### src/rtl/issue_stage_pkg.sv
// Shared types for the dual-issue pairing stage: the decoded instruction
// record, memory-op kinds, the pairing FSM states and a register-hazard helper.
package issue_stage_pkg;

  localparam int XLEN  = 32;
  localparam int REG_W = 5;

  typedef enum logic [1:0] {
    MEM_NONE   = 2'd0,
    MEM_LOAD   = 2'd1,
    MEM_STORE  = 2'd2,
    MEM_ATOMIC = 2'd3
  } mem_type_t;

  typedef enum logic [1:0] {
    EMPTY  = 2'd0,
    PAIR   = 2'd1,
    SOLO_B = 2'd2
  } issue_state_t;

  typedef struct packed {
    logic [XLEN-1:0]  pc;
    logic             have_exception;
    logic [3:0]       exception_type;
    logic [7:0]       opcode;
    logic [REG_W-1:0] rf_src1;
    logic [REG_W-1:0] rf_src2;
    logic             src2_is_imm;
    logic [XLEN-1:0]  imm;
    logic [REG_W-1:0] dest;
    logic             is_branch;
    logic             br_pred_taken;
    logic [XLEN-1:0]  br_target;
    logic             pred_en;
    logic [2:0]       pred_idx;
    mem_type_t        mem_type;
    logic [1:0]       mem_size;
    logic             is_spec_op;
    logic [3:0]       spec_opcode;
    logic             branch_mistaken;
  } decoded_inst_t;

  // r0 is hardwired zero, so writing it never creates a dependency.
  function automatic logic reads_reg(input decoded_inst_t inst, input logic [REG_W-1:0] r);
    return (r != '0) &&
           ((inst.rf_src1 == r) || (!inst.src2_is_imm && (inst.rf_src2 == r)));
  endfunction

endpackage

### src/rtl/issue_stage_if.sv
// Decoder-pair input and read-operands output lanes of the issue stage.
interface issue_stage_if;
  import issue_stage_pkg::*;

  // Input handshake: a pair transfers on a rising clk where in_valid && in_ready.
  // in_valid must not depend on in_ready; in_a is always meaningful when in_valid,
  // in_b only when in_b_valid. Output lanes carry no back-pressure here: the
  // consumer holds ro_stall instead, and id_*_ready mark which lanes are valid.
  logic          in_valid;
  logic          in_ready;
  logic          in_b_valid;
  decoded_inst_t in_a;
  decoded_inst_t in_b;

  logic          id_a_ready;
  decoded_inst_t id_a;
  logic          id_b_ready;
  decoded_inst_t id_b;

  modport master (
    output in_valid, in_b_valid, in_a, in_b,
    input  in_ready, id_a_ready, id_a, id_b_ready, id_b
  );

  modport slave (
    input  in_valid, in_b_valid, in_a, in_b,
    output in_ready, id_a_ready, id_a, id_b_ready, id_b
  );

endinterface

### src/rtl/issue_stage_pair_checker.sv
// Combinational check of whether the younger instruction may issue beside the
// older one in the same cycle.
module pair_checker
  import issue_stage_pkg::*;
#(
  parameter bit ALLOW_DUAL_MEM  = 1'b0,
  parameter bit ALLOW_DUAL_SPEC = 1'b0
) (
  input  decoded_inst_t a,
  input  decoded_inst_t b,
  output logic          conflict
);

  logic raw_hazard;
  logic mem_clash;
  logic spec_clash;

  always_comb begin
    raw_hazard = reads_reg(b, a.dest);
    mem_clash  = (a.mem_type != MEM_NONE) && (b.mem_type != MEM_NONE) && !ALLOW_DUAL_MEM;
    spec_clash = (a.is_spec_op || b.is_spec_op) && !ALLOW_DUAL_SPEC;
    // An excepting A must reach commit alone so B cannot slip past it.
    conflict   = raw_hazard || mem_clash || spec_clash || a.have_exception;
  end

endmodule

### src/rtl/issue_stage.sv
// Dual-issue pairing stage: holds one decoded pair and presents it to the
// read-operands stage, splitting it over two cycles when B cannot ride with A.
module issue_stage
  import issue_stage_pkg::*;
#(
  parameter bit ALLOW_DUAL_MEM  = 1'b0,
  parameter bit ALLOW_DUAL_SPEC = 1'b0
) (
  input  logic         clk,
  input  logic         reset,
  input  logic         flush,
  input  logic         ro_stall,
  issue_stage_if.slave bus,
  output issue_state_t dbg_state
);

  issue_state_t  state_q, state_d;
  decoded_inst_t a_q, a_d;
  decoded_inst_t b_q, b_d;
  logic          b_held_q, b_held_d;

  logic conflict;
  logic advance;
  logic split;
  logic drain;
  logic in_ready_c;
  logic accept;

  pair_checker #(
    .ALLOW_DUAL_MEM  (ALLOW_DUAL_MEM),
    .ALLOW_DUAL_SPEC (ALLOW_DUAL_SPEC)
  ) u_pair_checker (
    .a        (a_q),
    .b        (b_q),
    .conflict (conflict)
  );

  // A mistaken branch discards B outright, so it never forces a split.
  always_comb begin
    advance    = !ro_stall;
    split      = (state_q == PAIR) && b_held_q && conflict && !a_q.branch_mistaken;
    drain      = advance && (((state_q == PAIR) && !split) || (state_q == SOLO_B));
    in_ready_c = (state_q == EMPTY) || drain;
    accept     = bus.in_valid && in_ready_c && !flush;
  end

  always_comb begin
    state_d  = state_q;
    a_d      = a_q;
    b_d      = b_q;
    b_held_d = b_held_q;

    if (accept) begin
      a_d      = bus.in_a;
      b_d      = bus.in_b;
      b_held_d = bus.in_b_valid;
    end

    if (flush) begin
      state_d = EMPTY;
    end else begin
      unique case (state_q)
        EMPTY: begin
          if (accept) state_d = PAIR;
        end
        PAIR: begin
          if (advance) begin
            if (split)       state_d = SOLO_B;
            else if (accept) state_d = PAIR;
            else             state_d = EMPTY;
          end
        end
        SOLO_B: begin
          if (advance) state_d = accept ? PAIR : EMPTY;
        end
        default: state_d = EMPTY;
      endcase
    end
  end

  // Payload registers carry no reset; state alone decides what is valid.
  always_ff @(posedge clk) begin
    if (reset) begin
      state_q  <= EMPTY;
      b_held_q <= 1'b0;
    end else begin
      state_q  <= state_d;
      b_held_q <= b_held_d;
    end
    a_q <= a_d;
    b_q <= b_d;
  end

  // Lane A always shows the oldest unissued instruction.
  assign bus.in_ready   = in_ready_c;
  assign bus.id_a_ready = (state_q != EMPTY);
  assign bus.id_a       = (state_q == SOLO_B) ? b_q : a_q;
  assign bus.id_b_ready = (state_q == PAIR) && b_held_q && !conflict && !a_q.branch_mistaken;
  assign bus.id_b       = b_q;
  assign dbg_state      = state_q;

endmodule

### src/flat_wrapper.sv
// flat-port wrapper written by rule: the top's interface ports become plain ports
module issue_stage_flat import issue_stage_pkg::*;
#(
  parameter bit ALLOW_DUAL_MEM  = 1'b0,
  parameter bit ALLOW_DUAL_SPEC = 1'b0
)
  (clk, reset, flush, ro_stall, dbg_state, bus_in_valid, bus_in_b_valid, bus_in_a, bus_in_b, bus_in_ready, bus_id_a_ready, bus_id_a, bus_id_b_ready, bus_id_b);
  issue_stage_if bus_i ();
  input  logic clk;
  input  logic reset;
  input  logic flush;
  input  logic ro_stall;
  output issue_state_t dbg_state;
  input wire logic [$bits(bus_i.in_valid)-1:0] bus_in_valid;
  input wire logic [$bits(bus_i.in_b_valid)-1:0] bus_in_b_valid;
  input wire logic [$bits(bus_i.in_a)-1:0] bus_in_a;
  input wire logic [$bits(bus_i.in_b)-1:0] bus_in_b;
  output wire logic [$bits(bus_i.in_ready)-1:0] bus_in_ready;
  output wire logic [$bits(bus_i.id_a_ready)-1:0] bus_id_a_ready;
  output wire logic [$bits(bus_i.id_a)-1:0] bus_id_a;
  output wire logic [$bits(bus_i.id_b_ready)-1:0] bus_id_b_ready;
  output wire logic [$bits(bus_i.id_b)-1:0] bus_id_b;
  assign bus_i.in_valid = bus_in_valid;
  assign bus_i.in_b_valid = bus_in_b_valid;
  assign bus_i.in_a = bus_in_a;
  assign bus_i.in_b = bus_in_b;
  assign bus_in_ready = bus_i.in_ready;
  assign bus_id_a_ready = bus_i.id_a_ready;
  assign bus_id_a = bus_i.id_a;
  assign bus_id_b_ready = bus_i.id_b_ready;
  assign bus_id_b = bus_i.id_b;
  issue_stage #(.ALLOW_DUAL_MEM(ALLOW_DUAL_MEM), .ALLOW_DUAL_SPEC(ALLOW_DUAL_SPEC)) u_core (.clk(clk), .reset(reset), .flush(flush), .ro_stall(ro_stall), .bus(bus_i), .dbg_state(dbg_state));
endmodule
### config.mk
export PLATFORM = sky130hd
export DESIGN_NAME = issue_stage_flat
export DESIGN_NICKNAME = d
export VERILOG_FILES = /design/src/rtl/issue_stage_pkg.sv /design/src/rtl/issue_stage_if.sv /design/src/rtl/issue_stage_pair_checker.sv /design/src/rtl/issue_stage.sv /design/src/flat_wrapper.sv
export SDC_FILE = /design/constraint.sdc
export NUM_CORES = 1
export LEC_CHECK = 0
export ABC_AREA = 1
export CAP_MARGIN = 20
export CORE_AREA = 4 4 220 222
export DETAILED_ROUTE_END_ITERATION = 6
export DIE_AREA = 0 0 224 226
export SYNTH_ARGS = -nofsm -noshare
export SYNTH_HDL_FRONTEND = slang
export SYNTH_HIERARCHICAL = 1
export SYNTH_SLANG_ARGS = --single-unit
### constraint.sdc
create_clock -name clk -period 11.2 [get_ports clk]
set_input_delay 3.36 -clock clk [delete_from_list [all_inputs] [get_ports clk]]
set_output_delay 3.36 -clock clk [all_outputs]
set_load 0.01 [all_outputs]
; ---- Word-level counts from Yosys, hierarchy flattened
; Index checks and enable logic that the tools add are counted.
[op_classes]
n_mul = 0
muxes = 7
n_eq_ne = 7
bitwise = 0
reduce_logical = 32
div = 0
n_shift = 0
n_addsub = 0
n_lt_le_gt_ge = 0
[op_table]
columns = cell, n
row1 = $mux W141, 1
row2 = $logic_and A1 B1 Y1, 12
row3 = $eq A5 B5 Y1, 2
row4 = $mux W2, 4
row5 = $logic_or A1 B1 Y1, 7
row6 = $logic_not A1 Y1, 6
row7 = $pmux W2 S3, 1
row8 = $reduce_bool A2 Y1, 3
row9 = $reduce_bool A5 Y1, 1
row10 = $ne A2 B2 Y1 const B, 2
row11 = $reduce_and A3 Y1, 1
row12 = $eq A2 B1 Y1 const B, 1
row13 = $eq A2 B2 Y1 const B, 1
row14 = $logic_not A2 Y1, 1
row15 = $ne A2 B1 Y1 const B, 1
row16 = $reduce_or A2 Y1, 1
row17 = $mux W1, 1
[word_totals]
n_memories = 0
regBits = 285
mem_bits_ro = 0
latch_bits = 0
output_inout_bits = 287
ramBits = 0
inputBits = 288

; ---- Depth between registers and ports, before layout
[depth]
ltp_word = 20
depth_mapped = 15
depth_no_buf = 15

; ---- By module
; Netlist, hierarchy kept.
[modules_own_cells]
columns = mod, seq_area_each_um2, area_each_um2, n_inst, cells_each
row1 = issue_stage, 8528.2, 10412.5, 1, 771
row2 = pair_checker, 0.0, 234.0, 1, 58

; ---- Least setup slack after synthesis
; OpenSTA, ideal clock, no wires.
[synth_timing]
kind = in2reg
start = input bus_in_valid
end = register u_core/a_q[0] in the netlist's numbering, enable pin
n_path_buf = 0
required_ns = 10.569
setup_time_ns = 0.631
arrival_ns = 9.068
stages = 4
setup_slack_ns = 1.501
path_cell_list = inv_1 > nor2_1 > nand4_1 > inv_1
[synth_between]
elab_chain_cells = 2
[synth_rtl]
columns = item, line_no
row1 = "start, declared", flat_wrapper.sv:14  ; input wire logic [$bits(bus_i.in_valid)-1:0] bus_in_valid;
row2 = $logic_and A1 B1 Y1 (2 in a row), issue_stage.sv:44  ; accept = bus.in_valid && in_ready_c && !flush;
row3 = "end signal, assigned", issue_stage.sv:90  ; a_q <= a_d;
row4 = "end, declared", issue_stage.sv:18  ; decoded_inst_t a_q, a_d;
; Every way passes these cells.
; A chain may end at the register's enable or synchronous reset.

; ---- Worst setup path after layout
[layout_timing]
start = input ro_stall
end = output bus_in_ready
[layout_between]
elab_chain_cells = 3
[layout_rtl]
columns = item, line_no
row1 = "start, declared", flat_wrapper.sv:12  ; input logic ro_stall;
row2 = $logic_not A1 Y1, issue_stage.sv:40  ; advance = !ro_stall;
row3 = $logic_and A1 B1 Y1, issue_stage.sv:42  ; drain = advance && (((state_q == PAIR) && !split) || (state_q == SOLO_B));
row4 = $logic_or A1 B1 Y1, issue_stage.sv:43  ; in_ready_c = (state_q == EMPTY) || drain;
row5 = "end, declared", flat_wrapper.sv:18  ; output wire logic [$bits(bus_i.in_ready)-1:0] bus_in_ready;
; Every way passes these cells.

==> impl_metrics.yaml <==
global_route:
  grt-ovfl-total: 0
  grt_use_total_pct: 13.6
  grt_pass1_wl_um: 53000
  grt_max_degree: 153
  grt_pass1_vias: 8653
  antenna_found_initial: 1
power_and_ir_drop:
  p_per_area_nw_per_um2: 143
  p_leak_uw: 0.00691
  peakVddDrop_mv: 0.116
sta:
  slew_viol_final: 0
  setup_tns_ns: 0
  slew_headroom_pct: 27.4
  rsz0062_at_grt: "no"
  finalHoldViolations: 0
  whs_ns: 0.539
  finalCriticalPeriod_ns: 7.97
  finalClockSkew_ns: 0.0179
  worst_slew_pin_slew_ns: 1.09
  setup_viol: 0
  min_period_over_period_pct: 71.2
  fmax_ghz: 0.125
clocking:
  clkSlewWorstSetupHoldPaths_ns: 0.06
  hold_buffers: 0
  cts_made_buffers: 31
  post_cts_buffers: 0
  clockRootBuffer: "clkbuf_16"
  clockBufferDepth: 3
  post_cts_resized: 0
  htree_levels: 1
  clock_latency_ns: 0.58
  tritoncts: "yes"
  clock_sinks: 285
floorplanning:
  initial_core_util_pct: 23.0
  die_y_um: 226
  fp-row-count: 79
  io_pins: 575
  die-area_um2: 50600
  coreArea_um2: 46400
  die_w_um: 224
job:
  max_cap_viol_count: 0
logic_synthesis:
  netlist.area_leader.share_pct: 79.5
  ys_types: 22
  ys_seq_area_share_pct: 80.1
  mappedNetlistNets: 1117
  syn_inst: 829
  syn_area_per_cell_um2: 12.8
  syn_area_um2: 10600
  post-synth-top-area-cell: "edfxtp_1"
  ys_warn_count: 6
  ys_seq_elements: 285
  synthTopCellsByArea: "edfxtp_1 (80%), nand2_1 (16%), buf_2 (0.80%)"
placed_design:
  dpl.hpwl_um: 27500
  port-buffer-count: 574
  gp_congestion: 0.903
setup_path:
  critical_path_class: "in -> out"
  cp.arrival_ns: 4.61
  cp-end-kind: "primary output"
  crit_slowest_cell: "clkdlybuf4s50_1"
  reg2reg_slack_ns: 7.44
  path_cells: "clkdlybuf4s50_1 -> nand2_1 -> nand3_1 -> inv_1 -> clkdlybuf4s50_1"
  start_kind: "input port"
  crit_buf_inv: 3
  path_common_cell: "clkdlybuf4s50_1"
  worstPathRequired_ns: 7.84
  slowest_delay_ns: 0.52
  cp_max_fo: 4
  crit_family: "buffers and inverters"
drt:
  wl_per_cell_um: 18.2
  drc: 0
  ant_nets: 0
  totalWireLength_um: 37200
  num_vias: 8390
  first_iter_violations: 410
  viasPerCell: 4.11
  dr.pass1.iters: 6
final_layout:
  drive_gt1_share_pct: 4.39
  diodes: 0
  area_growth_pct: 70.2
  final_nets: 1698
min_path:
  hp-class: "reg -> reg"
outcome:
  status: "complete, no violations"
-- layout by cell type, fill, tap and decap left out, drive strengths merged --
master,n
clkdlybuf4s50,574
nand2,459
edfxtp,282
clkbuf,32
inv,25
clkinv,18
nor2,13
nand3,7
bufinv,6
buf,4
dfxtp,3
a21oi,2
nor3,2
clkinvlp,1
nand4,1
or2,1
o21bai,1
nand3b,1
xnor2,1
o22ai,1
and2,1
-- area by class of cell --
class / count / area (µm²)
multi-input combinational: 490 / 1880
sequential: 285 / 8530
tap: 607 / 759
fill: 4463 / 28200
clock inverter: 26 / 280
clock buffer: 32 / 779
inverter: 24 / 100
timing repair buffer: 578 / 5790
-- logic make-up after synthesis --
kind of cell / share of synthesized area (%)
flops: 80.1
xor+xnor: 0.0823
compound gates: 0.223
buf+inv: 2.21
simple gates: 17.4
-- per-layer routing --
layer	share of wire, %	track usage, %	vias up
met4	2.7	3.72	0
li1	-	-	3935
met5	0	0	-
met1	37	15.3	4026
met2	51	24.4	379
met3	9.3	4.87	50
-- cell usage after synthesis --
cell type and count:
xnor2_1 1, nand3_1 7, inv_1 20, buf_2 17
nand3b_1 1, dfxtp_1 3, nor2_1 12, nor3_1 2
buf_6 1, nand2_1 459, o21bai_1 1, buf_1 1
nand4_1 1, o22ai_1 1, edfxtp_1 282, or2_2 1
clkbuf_1 10, nor2_4 1, and2_0 1, inv_2 4
buf_4 1, a21oi_1 2
-- power by group --
part	internal, µW	total, µW	switching, µW	leakage, µW
Clock	641	1070	433	0.000531
Sequential	1230	1250	22.3	0.00267
Combinational	166	263	97.1	0.00371
Total	2040	2590	553	0.00691
-- worst reg2reg max path, stage by stage (launching register included) --
cell and delay (ns):
edfxtp_1 0.49, inv_1 0.12, nand2_1 0.06, nand2_1 0.07
nor2_1 0.04, nand3_1 0.05, nand2_1 0.05, nand2_1 0.09
nand2_1 0.07, inv_1 0.07, nor2_1 0.04, nand3_1 0.14
nand4_1 0.33, inv_8 0.65, buf_12 0.86
-- through the flow --
stage               utilization [%]  setup WS [ns]  area (µm²)  power (µW)  cells
floorplan                         -           1.50       10600        1340    829
global placement               36.8           3.23       17100        1540   1984
detailed placement             36.8           3.25       17100        1540   1984
CTS                            39.1           3.24       18100        2630   2042
global route                   39.1           3.19       18100        2690   2042
finish                         39.1           3.23       18100        2590   2042
-- flip-flops by register name (all words and copies together), names as in the netlist --
signal            flops
u_core/a_q          141
u_core/bus.id_b     141
u_core/dbg_state      2
u_core/b_held_q       1
-- path summary, 6_finish.rpt --
kind                   start              end  depth (start not counted)
min          u_core/b_held_q  u_core/b_held_q                          4
max                 ro_stall     bus_in_ready                          5
min reg2reg  u_core/b_held_q  u_core/b_held_q                          4
max reg2reg   u_core/a_q[48]  u_core/a_q[130]                         14
(Power assumes the default switching activity.)
